`src/rtl/fifo_pkg.sv`:
```
`default_nettype none
// ============================================================================
//  Module      : fifo_pkg
//  Description : Shared constants, types and helpers for the FIFO blocks.
//                Defines the push-arbiter FSM states and the default sizing
//                of the write-port arbiter.
//  Revision    : 1.0 - initial release
// ============================================================================
package fifo_pkg;

  localparam logic TRUE  = 1'b1;
  localparam logic FALSE = 1'b0;

  // Default sizing of the push arbiter
  localparam int NUM_REQ   = 2;
  localparam int DATA_W    = 8;
  localparam int MAX_BURST = 4;

  // Index width, never narrower than one bit
  function automatic int idx_w(input int n);
    return (n > 1) ? $clog2(n) : 1;
  endfunction

  localparam int REQ_IDX_W   = idx_w(NUM_REQ);
  localparam int BURST_CNT_W = $clog2(MAX_BURST + 1);

  typedef enum logic [0:0] {
    IDLE = 1'b0,
    OWN  = 1'b1
  } arb_state_e;

  typedef logic [NUM_REQ-1:0]     req_vec_t;
  typedef logic [REQ_IDX_W-1:0]   req_idx_t;
  typedef logic [BURST_CNT_W-1:0] burst_cnt_t;

endpackage
`default_nettype wire

```
`src/rtl/rr_pick.sv`:
```
`default_nettype none
// ============================================================================
//  Module      : rr_pick
//  Description : Combinational round-robin picker. Returns the first set bit
//                of req, scanning upward from start and wrapping modulo
//                NUM_REQ.
//  Ports       : req    [NUM_REQ-1:0] - request vector
//                start  [IDX_W-1:0]   - first index to examine
//                valid                - any request present
//                winner [IDX_W-1:0]   - index of the chosen requester
//                onehot [NUM_REQ-1:0] - one-hot form of winner
//  Revision    : 1.0 - initial release
// ============================================================================
module rr_pick
  import fifo_pkg::*;
#(
  parameter int NUM_REQ = fifo_pkg::NUM_REQ,
  parameter int IDX_W   = fifo_pkg::idx_w(NUM_REQ)
) (
  input  logic [NUM_REQ-1:0] req,
  input  logic [IDX_W-1:0]   start,
  output logic               valid,
  output logic [IDX_W-1:0]   winner,
  output logic [NUM_REQ-1:0] onehot
);

  logic [IDX_W-1:0] cand;

  // Scan from the farthest candidate to the nearest so the nearest hit
  // is the last one written and therefore wins.
  always_comb begin
    valid  = FALSE;
    winner = '0;
    onehot = '0;
    cand   = '0;
    for (int k = NUM_REQ - 1; k >= 0; k--) begin
      cand = IDX_W'((int'(start) + k) % NUM_REQ);
      if (req[cand]) begin
        valid        = TRUE;
        winner       = cand;
        onehot       = '0;
        onehot[cand] = 1'b1;
      end
    end
  end

endmodule
`default_nettype wire

```
`src/rtl/fifo_push_arbiter.sv`:
```
`default_nettype none
// ============================================================================
//  Module      : fifo_push_arbiter
//  Description : Round-robin arbiter sharing the single FIFO write port among
//                NUM_REQ producers. A grant is sticky for up to MAX_BURST
//                accepted pushes, then rotates. Never pushes into a full FIFO.
//  Ports       : clk, rst                 - clock, sync active-high reset
//                req      [NUM_REQ-1:0]   - per-producer request
//                req_data [NUM_REQ*DATA_W-1:0] - packed producer data
//                full                     - FIFO full flag
//                push                     - FIFO write strobe
//                wdata    [DATA_W-1:0]    - FIFO write data
//                ack      [NUM_REQ-1:0]   - one-hot accept per producer
//                grant    [NUM_REQ-1:0]   - one-hot registered owner
//  Revision    : 1.0 - initial release
// ============================================================================
module fifo_push_arbiter
  import fifo_pkg::*;
#(
  parameter int NUM_REQ   = fifo_pkg::NUM_REQ,
  parameter int DATA_W    = fifo_pkg::DATA_W,
  parameter int MAX_BURST = fifo_pkg::MAX_BURST
) (
  input  logic                      clk,
  input  logic                      rst,
  input  logic [NUM_REQ-1:0]        req,
  input  logic [NUM_REQ*DATA_W-1:0] req_data,
  input  logic                      full,
  output logic                      push,
  output logic [DATA_W-1:0]         wdata,
  output logic [NUM_REQ-1:0]        ack,
  output logic [NUM_REQ-1:0]        grant
);

  localparam int IDX_W   = idx_w(NUM_REQ);
  localparam int BURST_W = $clog2(MAX_BURST + 1);
  localparam logic [BURST_W-1:0] BURST_LAST = BURST_W'(MAX_BURST - 1);
  localparam logic [IDX_W-1:0]   IDX_LAST   = IDX_W'(NUM_REQ - 1);

  arb_state_e          state_q,       state_d;
  logic [NUM_REQ-1:0]  grant_q,       grant_d;
  logic [BURST_W-1:0]  burst_cnt_q,   burst_cnt_d;
  logic [IDX_W-1:0]    last_winner_q, last_winner_d;

  logic [IDX_W-1:0]    pick_start;
  logic                pick_valid;
  logic [IDX_W-1:0]    pick_idx;
  logic [NUM_REQ-1:0]  pick_onehot;
  logic                owner_req;
  logic                release_own;

  // Accept only when the FIFO has room; reset suppresses the stale grant so
  // nothing is written during the reset cycle.
  always_comb begin
    ack = grant_q & req & {NUM_REQ{~full}} & {NUM_REQ{~rst}};
    push = |ack;
    wdata = '0;
    for (int i = 0; i < NUM_REQ; i++) begin
      if (ack[i]) begin
        wdata = wdata | req_data[i*DATA_W +: DATA_W];
      end
    end
  end

  assign grant = grant_q;

  // While owning, last_winner is the owner, so starting at last_winner+1
  // serves both the idle search and the re-arbitration that puts the owner
  // last.
  always_comb begin
    pick_start = (last_winner_q == IDX_LAST) ? '0 : last_winner_q + IDX_W'(1);
  end

  rr_pick #(
    .NUM_REQ (NUM_REQ),
    .IDX_W   (IDX_W)
  ) u_rr_pick (
    .req    (req),
    .start  (pick_start),
    .valid  (pick_valid),
    .winner (pick_idx),
    .onehot (pick_onehot)
  );

  always_comb begin
    owner_req   = |(grant_q & req);
    release_own = ~owner_req | (push & (burst_cnt_q == BURST_LAST));

    state_d       = state_q;
    grant_d       = grant_q;
    burst_cnt_d   = burst_cnt_q;
    last_winner_d = last_winner_q;

    unique case (state_q)
      IDLE: begin
        if (pick_valid) begin
          state_d       = OWN;
          grant_d       = pick_onehot;
          burst_cnt_d   = '0;
          last_winner_d = pick_idx;
        end
      end
      OWN: begin
        if (release_own) begin
          burst_cnt_d = '0;
          if (pick_valid) begin
            grant_d       = pick_onehot;
            last_winner_d = pick_idx;
          end else begin
            state_d = IDLE;
            grant_d = '0;
          end
        end else if (push) begin
          burst_cnt_d = burst_cnt_q + BURST_W'(1);
        end
      end
      default: begin
        state_d = IDLE;
        grant_d = '0;
      end
    endcase
  end

  always_ff @(posedge clk) begin
    if (rst) begin
      state_q       <= IDLE;
      grant_q       <= '0;
      burst_cnt_q   <= '0;
      last_winner_q <= IDX_LAST;
    end else begin
      state_q       <= state_d;
      grant_q       <= grant_d;
      burst_cnt_q   <= burst_cnt_d;
      last_winner_q <= last_winner_d;
    end
  end

endmodule
`default_nettype wire

```
`config.mk`:
```
export PLATFORM = sky130hd
export DESIGN_NAME = fifo_push_arbiter
export DESIGN_NICKNAME = d
export VERILOG_FILES = /design/src/rtl/fifo_pkg.sv /design/src/rtl/rr_pick.sv /design/src/rtl/fifo_push_arbiter.sv
export SDC_FILE = /design/constraint.sdc
export NUM_CORES = 1
export LEC_CHECK = 0
export BUFFER_PORTS_ARGS = -buffer_cell sky130_fd_sc_hd__buf_2
export CELL_PAD_IN_SITES_DETAIL_PLACEMENT = 1
export CELL_PAD_IN_SITES_GLOBAL_PLACEMENT = 1
export CORE_MARGIN = 2
export CORE_UTILIZATION = 28
export CTS_BUF_LIST = sky130_fd_sc_hd__clkbuf_16
export DETAILED_ROUTE_END_ITERATION = 8
export HOLD_SLACK_MARGIN = 0.03
export PLACE_DENSITY = 0.83
export RECOVER_POWER = 100
export SLEW_MARGIN = 20
export SYNTH_ARGS = -nofsm -noshare
export SYNTH_HDL_FRONTEND = slang
export SYNTH_HIERARCHICAL = 1
export SYNTH_SLANG_ARGS = --single-unit
```
`constraint.sdc`:
```
create_clock -name clk -period 1.8 [get_ports clk]
set_clock_uncertainty 0.2 [all_clocks]
set_input_delay 0.36 -clock clk [delete_from_list [all_inputs] [get_ports clk]]
set_output_delay 0.36 -clock clk [all_outputs]
set_load 0.05 [all_outputs]
```
== Yosys cells after proc, flatten, opt, wreduce, memory -nomap -nowiden ==
Index checks and enable logic that the tools add are counted.

* Output and inout bits: 13
* Flip-flop bits (word level): 7
* Word-level logic and storage cells: 62
* Input port bits: 21

* Reduce and logical (&&, ||, !) cells: 6
* Magnitude comparators: 4
* Bitwise logic cells: 10
* Eq/ne operators: 4
* $add $sub $neg: 3
* Multiplexer cells: 31

{| class="wikitable"
|+ Operators by type and width
! operator !! count
|-
| $mux W8 || 2
|-
| $mux W1 || 15
|-
| $mux W2 || 5
|-
| $mux W3 || 3
|-
| $or A8 B8 Y8 || 1
|-
| $and A2 B2 Y2 || 3
|-
| $pmux W3 S2 || 1
|-
| $lt A1 B2 Y1 const B || 2
|-
| $not A1 Y1 || 4
|-
| $pmux W1 S2 || 2
|-
| $pmux W2 S2 || 1
|-
| $reduce_and A2 Y1 || 2
|-
| $reduce_or A2 Y1 || 2
|-
| $add A3 B1 Y3 const B || 1
|-
| $eq A3 B2 Y1 const B || 1
|-
| $ne A3 B2 Y1 const B || 1
|-
| $add A1 B1 Y1 const B || 2
|-
| $demux W1 S1 || 2
|-
| $ge A1 B1 Y1 const B || 2
|-
| $logic_and A1 B1 Y1 || 2
|-
| $ne A2 B1 Y1 const B || 1
|-
| $ne A2 B2 Y1 const B || 1
|-
| $and A1 B1 Y1 || 1
|-
| $or A1 B1 Y1 || 1
|}

== Logic depth before layout (Yosys ltp) ==
Gate-level depths: netlist of the first run.

* Word-level depth: 12
* Mapped depth: 6
* Mapped depth without buffers: 5

== By module ==
The synthesis of the first run kept the hierarchy.

{| class="wikitable"
|+ By module, submodules not included
! module !! times used !! cells each !! area an instance (µm²) !! seq. area each (µm²)
|-
| fifo_push_arbiter || 1 || 63 || 523.0 || 140.1
|-
| rr_pick || 1 || 5 || 32.5 || 0.0
|}

== Worst setup path before layout of the first run ==
No wires, ideal clock.

* Kind: register to output
* Start: register grant_q[1], in the netlist grant[1]
* End: output wdata[0]
* Setup slack: -0.350 ns
* Arrival: 1.590 ns
* Path buffers: 1
* Stages on the path, launching flop included: 4
* Required time: 1.240 ns
* Path through: dfxtp_1 and3_4 buf_6 a22o_1

* Cells in the longest elaborated chain, start to end: 4

{| class="wikitable"
|+ Ends and longest elaborated chain
! element !! RTL line !! text
|-
| start: declaration || fifo_push_arbiter.sv:41 || <nowiki>logic [NUM_REQ-1:0] grant_q, grant_d;</nowiki>
|-
| start signal: assignment || fifo_push_arbiter.sv:132 || <nowiki>grant_q <= grant_d;</nowiki>
|-
| $and A2 B2 Y2 (3 in series) || fifo_push_arbiter.sv:55 || <nowiki>ack = grant_q & req & {NUM_REQ{~full}} & {NUM_REQ{~rst}};</nowiki>
|-
| named net ack[1] || fifo_push_arbiter.sv:31 || <nowiki>output logic [NUM_REQ-1:0] ack,</nowiki>
|-
| $mux W8 || fifo_push_arbiter.sv:59 || <nowiki>if (ack[i]) begin</nowiki>
|-
| end: declaration || fifo_push_arbiter.sv:30 || <nowiki>output logic [DATA_W-1:0] wdata,</nowiki>
|}

The timed path passes the listed nets, and every way through them passes these cells.

== Worst setup path after layout of the first run ==
* Start: register grant_q[1], in the netlist grant[1]
* End: output wdata[0]

* Cells in the longest elaborated chain, start to end: 4

{| class="wikitable"
|+ Ends and longest elaborated chain
! element !! RTL line
|-
| $and A2 B2 Y2 (3 in series) || fifo_push_arbiter.sv:55
|-
| $mux W8 || fifo_push_arbiter.sv:59
|}

No other way between the ends.

==> results.py, run 1 <==
metrics = {
    "outcome": {
        "run_status": "finished clean",
    },
    "worst_setup_path": {
        "worstPathRequired_ns": 1.24,
        "crit_path_start": "grant[1]",
        "critPathLaunchType": "register",
        "critPathCaptureType": "output port",
        "critPathArrivalTime_ns": 1.20,
        "r2r-start": "burst_cnt_q[0]",
        "critical_path_class": "register to output port",
        "worst_r2r_path_depth": 5,
        "reg2reg_setup_slack_ns": 0.17,
        "reg2reg_to": "last_winner_q",
        "cp_max_fo": 6,
    },
    "logic_synthesis": {
        "yosys-top-cells-count": "a22o_1, inv_1, dfxtp_1, nand2_1, nor2_1",
        "async_flop_share_pct": 0,
        "synth_nets": 91,
        "ys_ff_latch": 7,
        "seq_area_frac_synth_pct": 25.2,
        "syn_inst": 68,
        "synth_ff_type": "dfxtp_1",
        "ys.warnings.count": 6,
        "synth_area_per_cell_sq_um": 8.17,
        "netlist_area_sq_um": 556,
        "synth_edf_count": 0,
        "synth_cell_types": 30,
        "synth_top_cell_by_area": "dfxtp_1",
        "synth_top_area_share_pct": 25.2,
        "synth_area_leaders": "dfxtp_1, a22o_1, buf_6",
    },
    "die": {
        "die_h_um": 48.5,
        "rows": 16,
        "start_util_pct": 28.9,
        "ios": 34,
        "dieArea_sq_um": 2360,
        "die_x_um": 48.5,
        "core_area_sq_um": 1920,
    },
    "hold_path": {
        "min-delay-start": "burst_cnt_q[2]",
        "hold_class": "register to register",
        "holdPathEnd": "burst_cnt_q[2]",
        "hold-path-cell-count": 2,
    },
    "detailed_routing": {
        "route.detailed.drc": 0,
        "ant_nets": 0,
        "drtIter0Drc": 14,
        "num_vias": 694,
        "routed_wl_um": 1990,
        "firstDrtPassIters": 4,
        "routed_via_density": 5.26,
        "routedWlPerCell_um": 15.1,
    },
    "timing": {
        "min_period_ns": 1.76,
        "hold_viol": 0,
        "worst_pin_slew_ns": 0.619,
        "max_freq_mhz": 567,
        "fin_crit_sh_pct": 98.0,
        "setup_violations": 0,
        "drv_slew": 0,
        "slew_headroom_pct": 58.9,
        "rsz0062_at_grt": "false",
    },
    "finish": {
        "drive_gt1_share_pct": 52.4,
        "fin_util_pct": 47.3,
        "final_nets": 129,
        "insertedDiodeCount": 0,
        "final_cells": 132,
        "syn_to_final_growth_pct": 63.5,
        "design_area_sq_um": 908,
    },
    "power_and_ir_drop": {
        "power_frac_clock_pct": 56.4,
        "powerDensity_nw_per_um2": 760,
        "power.total_uw": 690,
        "p_comb_share_pct": 18.4,
        "max-vdd-ir-drop_mv": 0.593,
        "p_int_uw": 507,
        "swShare_pct": 26.6,
        "p_switching_uw": 183,
        "seqPwrFrac_pct": 25.2,
        "power.leakage_nw": 0.426,
    },
    "clock_network": {
        "cts.clk_slew.worst_paths_ns": 0.04,
        "clock-sinks": 7,
        "cts_buffer_depth": 2,
        "worstSkewPairLatency_ns": 0.24,
        "h-tree-depth": 1,
        "cts_tree": "done",
        "numCtsBuffers": 3,
        "cts_root_buf": "clkbuf_16",
    },
    "placed_design": {
        "place_congestion": 0.782,
        "dp_hpwl_um": 1450,
        "portBuffers": 33,
        "dp_cells": 127,
        "dpl_cell_area_sq_um": 753,
    },
    "grt": {
        "antenna_found_initial": 0,
        "grt_max_degree": 11,
        "overflow": 0,
        "grt_pass1_wl_um": 3140,
        "track_usage_pct": 17.2,
        "grt_pass1_vias": 670,
    },
    "job": {
        "maxCapViolCount": 0,
    },
}
[worst max path at each step]
stage and to:
3_3_place_gp wdata[0], 5_1_grt wdata[1], 4_1_cts wdata[7], 3_5_place_dp wdata[1], 2_1_floorplan wdata[0], 6_report wdata[0]
[area by class of cell]
cell class,count,area [sq um]
inverter,8,30.0
multi-input combinational,50,380
timing repair buffer,36,243
clock buffer,3,75.1
sequential,7,143
tap,27,33.8
fill,248,1010
clock inverter,1,3.75
[power by group through the flow]
stage / Sequential (mW) / Combinational (mW) / Clock (mW)
finish: 0.174 / 0.127 / 0.389
global route: 0.176 / 0.136 / 0.398
CTS: 0.173 / 0.124 / 0.389
detailed placement: 0.175 / 0.118 / 0
global placement: 0.175 / 0.114 / 0
floorplan: 0.182 / 0.0681 / 0
[sequential cells by signal, indices dropped and copies added (netlist names)]
name,count
grant,2
state_q,1
burst_cnt_q,3
last_winner_q,1
[kinds of logic after synthesis]
family / count (synthesis) / synth area share [%]
AOI/OAI and AO/OA: 21 / 29.7
and+or+nand+nor: 22 / 21.4
buffers and inverters: 13 / 13.7
DFF: 7 / 25.2
adders and majority gates: 2 / 4.50
muxes: 3 / 5.41
[what timing repair did]
action,in CTS,in global routing
setup buffers,0,0
endpoints found under the setup margin,9,7
gates resized for setup,20,3
hold buffers,0,0
gates cloned,0,2
pin swaps,0,2
[per-stage QoR]
step | hold WS [ns] | setup TNS [ns] | setup WS [ns]
final | 0.255 | 0 | 0.0367
after global routing | 0.306 | 0 | 0.00328
after CTS | 0.263 | 0 | 0.0232
after floorplan | 0.238 | -0.174 | -0.0218
after global placement | 0.248 | -0.321 | -0.0389
after detailed placement | 0.258 | -0.743 | -0.0921
[layout by cell type (no fill, tap or decap), drive strengths merged, types with 3 or more instances in the layout]
master / n
buf: 32
inv: 9
mux2i: 3
dfxtp: 7
clkbuf: 7
nand2: 5
nor2: 5
a22o: 9
nand3: 3
and3: 4
[critical path, stage by stage, from the launching register on]
cell and delay, ns:
dfxtp_2 0.34, and3_4 0.20, a22o_2 0.27, buf_6 0.15
[per-layer routing]
layer  GRT usage [%]  vias up  share of wire (%)
met5               0        -                  0
met4            8.57        0                2.1
met3            6.17        5                9.0
met2            30.3       38                 47
met1            18.1      325                 42
li1                -      326                  -
(Power assumes the default switching activity.)
==> inputs of run 2 (changes only) <==
--- a/config.mk
+++ b/config.mk
@@ -9,11 +9,11 @@
 export CELL_PAD_IN_SITES_DETAIL_PLACEMENT = 1
 export CELL_PAD_IN_SITES_GLOBAL_PLACEMENT = 1
 export CORE_MARGIN = 2
-export CORE_UTILIZATION = 28
+export CORE_UTILIZATION = 25
 export CTS_BUF_LIST = sky130_fd_sc_hd__clkbuf_16
 export DETAILED_ROUTE_END_ITERATION = 8
 export HOLD_SLACK_MARGIN = 0.03
-export PLACE_DENSITY = 0.83
+export PLACE_DENSITY = 0.78
 export RECOVER_POWER = 100
 export SLEW_MARGIN = 20
 export SYNTH_ARGS = -nofsm -noshare
==> constraint.sdc (replaced) <==
create_clock -name clk -period 1.6 [get_ports clk]
set_clock_uncertainty 0.2 [all_clocks]
set_input_delay 0.32 -clock clk [delete_from_list [all_inputs] [get_ports clk]]
set_output_delay 0.32 -clock clk [all_outputs]
set_load 0.05 [all_outputs]
==> run 2 against run 1 <==
Compared with the run above:
- setup slack worse by 0.11 ns
- non-clock buffer count is 5 higher
- total power is 13% higher
- the flow now finishes with violations (setup timing)
- clock power is 8.7% higher
- via count is 4.6% higher
- sequential power is 11% higher
- first-iteration DRC count is 50% lower
- register-to-register slack worse by 0.16 ns
- wire length is 9.8% higher
- combinational power is 31% higher
==> results.py, run 2 (synthesis results as in run 1) <==
metrics = {
    "die": {
        "core_area_sq_um": 2150,
        "die_h_um": 51.1,
        "die_x_um": 51.1,
        "dieArea_sq_um": 2620,
        "rows": 17,
        "ios": 34,
        "start_util_pct": 25.9,
    },
    "power_and_ir_drop": {
        "max-vdd-ir-drop_mv": 0.813,
        "powerDensity_nw_per_um2": 750,
        "power.leakage_nw": 0.506,
    },
    "timing": {
        "setup_violations": 9,
        "max_freq_mhz": 597,
        "min_period_ns": 1.67,
        "hold_viol": 0,
        "post-route-worst-setup-slack_ns": -0.0742,
        "tns_ns": -0.606,
        "drv_slew": 0,
        "rsz0062_at_grt": "true",
        "fin_crit_sh_pct": 105,
        "slew_headroom_pct": 78.5,
        "worst_pin_slew_ns": 0.322,
        "hold_ws_ns": 0.273,
    },
    "clock_network": {
        "clock-sinks": 7,
        "h-tree-depth": 1,
        "numCtsBuffers": 3,
        "hold_buffers": 0,
        "cts.clk_slew.worst_paths_ns": 0.04,
        "worstSkewPairLatency_ns": 0.23,
        "cts_root_buf": "clkbuf_16",
        "cts_buffer_depth": 2,
        "cts_tree": "done",
    },
    "worst_setup_path": {
        "critPathArrivalTime_ns": 1.15,
        "path_cells": "and3_4 -> a22o_4 -> buf_8",
        "critical_path_class": "register to output port",
        "critPathLaunchType": "register",
        "critPathCaptureType": "output port",
        "worstPathRequired_ns": 1.08,
        "crit_path_max_incr_delay_ns": 0.34,
        "cp_max_fo": 5,
        "crit_slowest_cell": "dfxtp_4",
        "crit_buf_inv": 1,
        "cp_top_family": "flip-flops",
    },
    "finish": {
        "design_area_sq_um": 1040,
        "syn_to_final_growth_pct": 87.6,
        "insertedDiodeCount": 0,
        "final_cell_mix": "buf_2, buf_4, inv_1",
        "final_nets": 134,
        "fin_util_pct": 48.5,
        "drive_gt1_share_pct": 56.4,
        "layout_commonest_cell": "buf_2",
        "max_flop_register": "burst_cnt_q",
        "largest_reg_flops": 3,
    },
    "outcome": {
        "violations": "setup timing",
        "run_status": "complete, but fails checks",
    },
    "detailed_routing": {
        "routed_wl_um": 2180,
        "routed_via_density": 5.26,
        "route.detailed.drc": 0,
        "num_vias": 726,
        "drtIter0Drc": 7,
        "routedWlPerCell_um": 15.8,
        "firstDrtPassIters": 4,
        "ant_nets": 0,
    },
    "grt": {
        "track_usage_pct": 18.6,
        "grt_max_degree": 10,
        "antenna_found_initial": 0,
        "grt_pass1_vias": 742,
        "globalRouteMet3Util_pct": 5.56,
        "met1_usage_pct": 17.8,
        "overflow": 0,
        "grt_pass1_wl_um": 3440,
        "top_usage_layer": "met2",
        "met2_usage_pct": 34.0,
    },
    "job": {
        "maxCapViolCount": 0,
    },
    "hold_path": {
        "hold_class": "register to register",
    },
    "placed_design": {
        "place_congestion": 0.824,
        "portBuffers": 33,
        "dpl_cell_area_sq_um": 845,
        "dp_hpwl_um": 1510,
    },
}
## run 2: cell types whose count changed in the layout (fill, tap and decap cells not counted), sizes merged
cell	before	now
buf	32	37
## run 2: worst reg2reg max path, stage by stage, from the launching register on
cell and delay, ns:
dfxtp_1 0.31, ha_1 0.23, ha_4 0.17, nor2b_1 0.22, nand3_1 0.13, a31oi_1 0.23
## run 2: metal layers
layer	up-vias	routed length (um)
met2	33	1130
met4	0	57
met5	-	0
li1	335	-
met1	354	825
met3	4	167
## run 2: final cells by class
cell class / instances / area [sq um]
inverter: 8 / 30.0
clock buffer: 3 / 75.1
sequential: 7 / 149
multi-input combinational: 50 / 455
clock inverter: 1 / 3.75
fill: 261 / 1110
tap: 28 / 35.0
timing repair buffer: 41 / 294
## run 2: worst paths after layout
kind,startpoint,end,slack [ns],depth (start not counted)
min,burst_cnt_q[1],burst_cnt_q[1],0.27,2
max reg2reg,burst_cnt_q[1],burst_cnt_q[0],0.01,5
max,grant[1],wdata[2],-0.07,3
min reg2reg,burst_cnt_q[1],burst_cnt_q[1],0.27,2
## run 2: repair_timing
item                                    in CTS  in global routing
gates resized for setup                     27                  3
pin swaps                                    3                  3
endpoints found under the setup margin      12                 10
buffers inserted                             2                  0
cloned                                       2                  0
## run 2: power by group
group	switching [mW]	internal, mW	total [mW]
clock	0.0980	0.325	0.423
sequential	0.00946	0.183	0.193
combinational	0.0958	0.0703	0.166
## run 2: per-stage QoR
| stage | instances | worst slack (ns) | power, mW |
|---|---|---|---|
| final | 138 | -0.0742 | 0.782 |
| after global routing | 138 | -0.104 | 0.820 |
| after CTS | 138 | -0.0858 | 0.797 |
| after detailed placement | 130 | -0.159 | 0.343 |
| after global placement | 130 | -0.140 | 0.338 |
| after floorplan | 68 | -0.00183 | 0.289 |
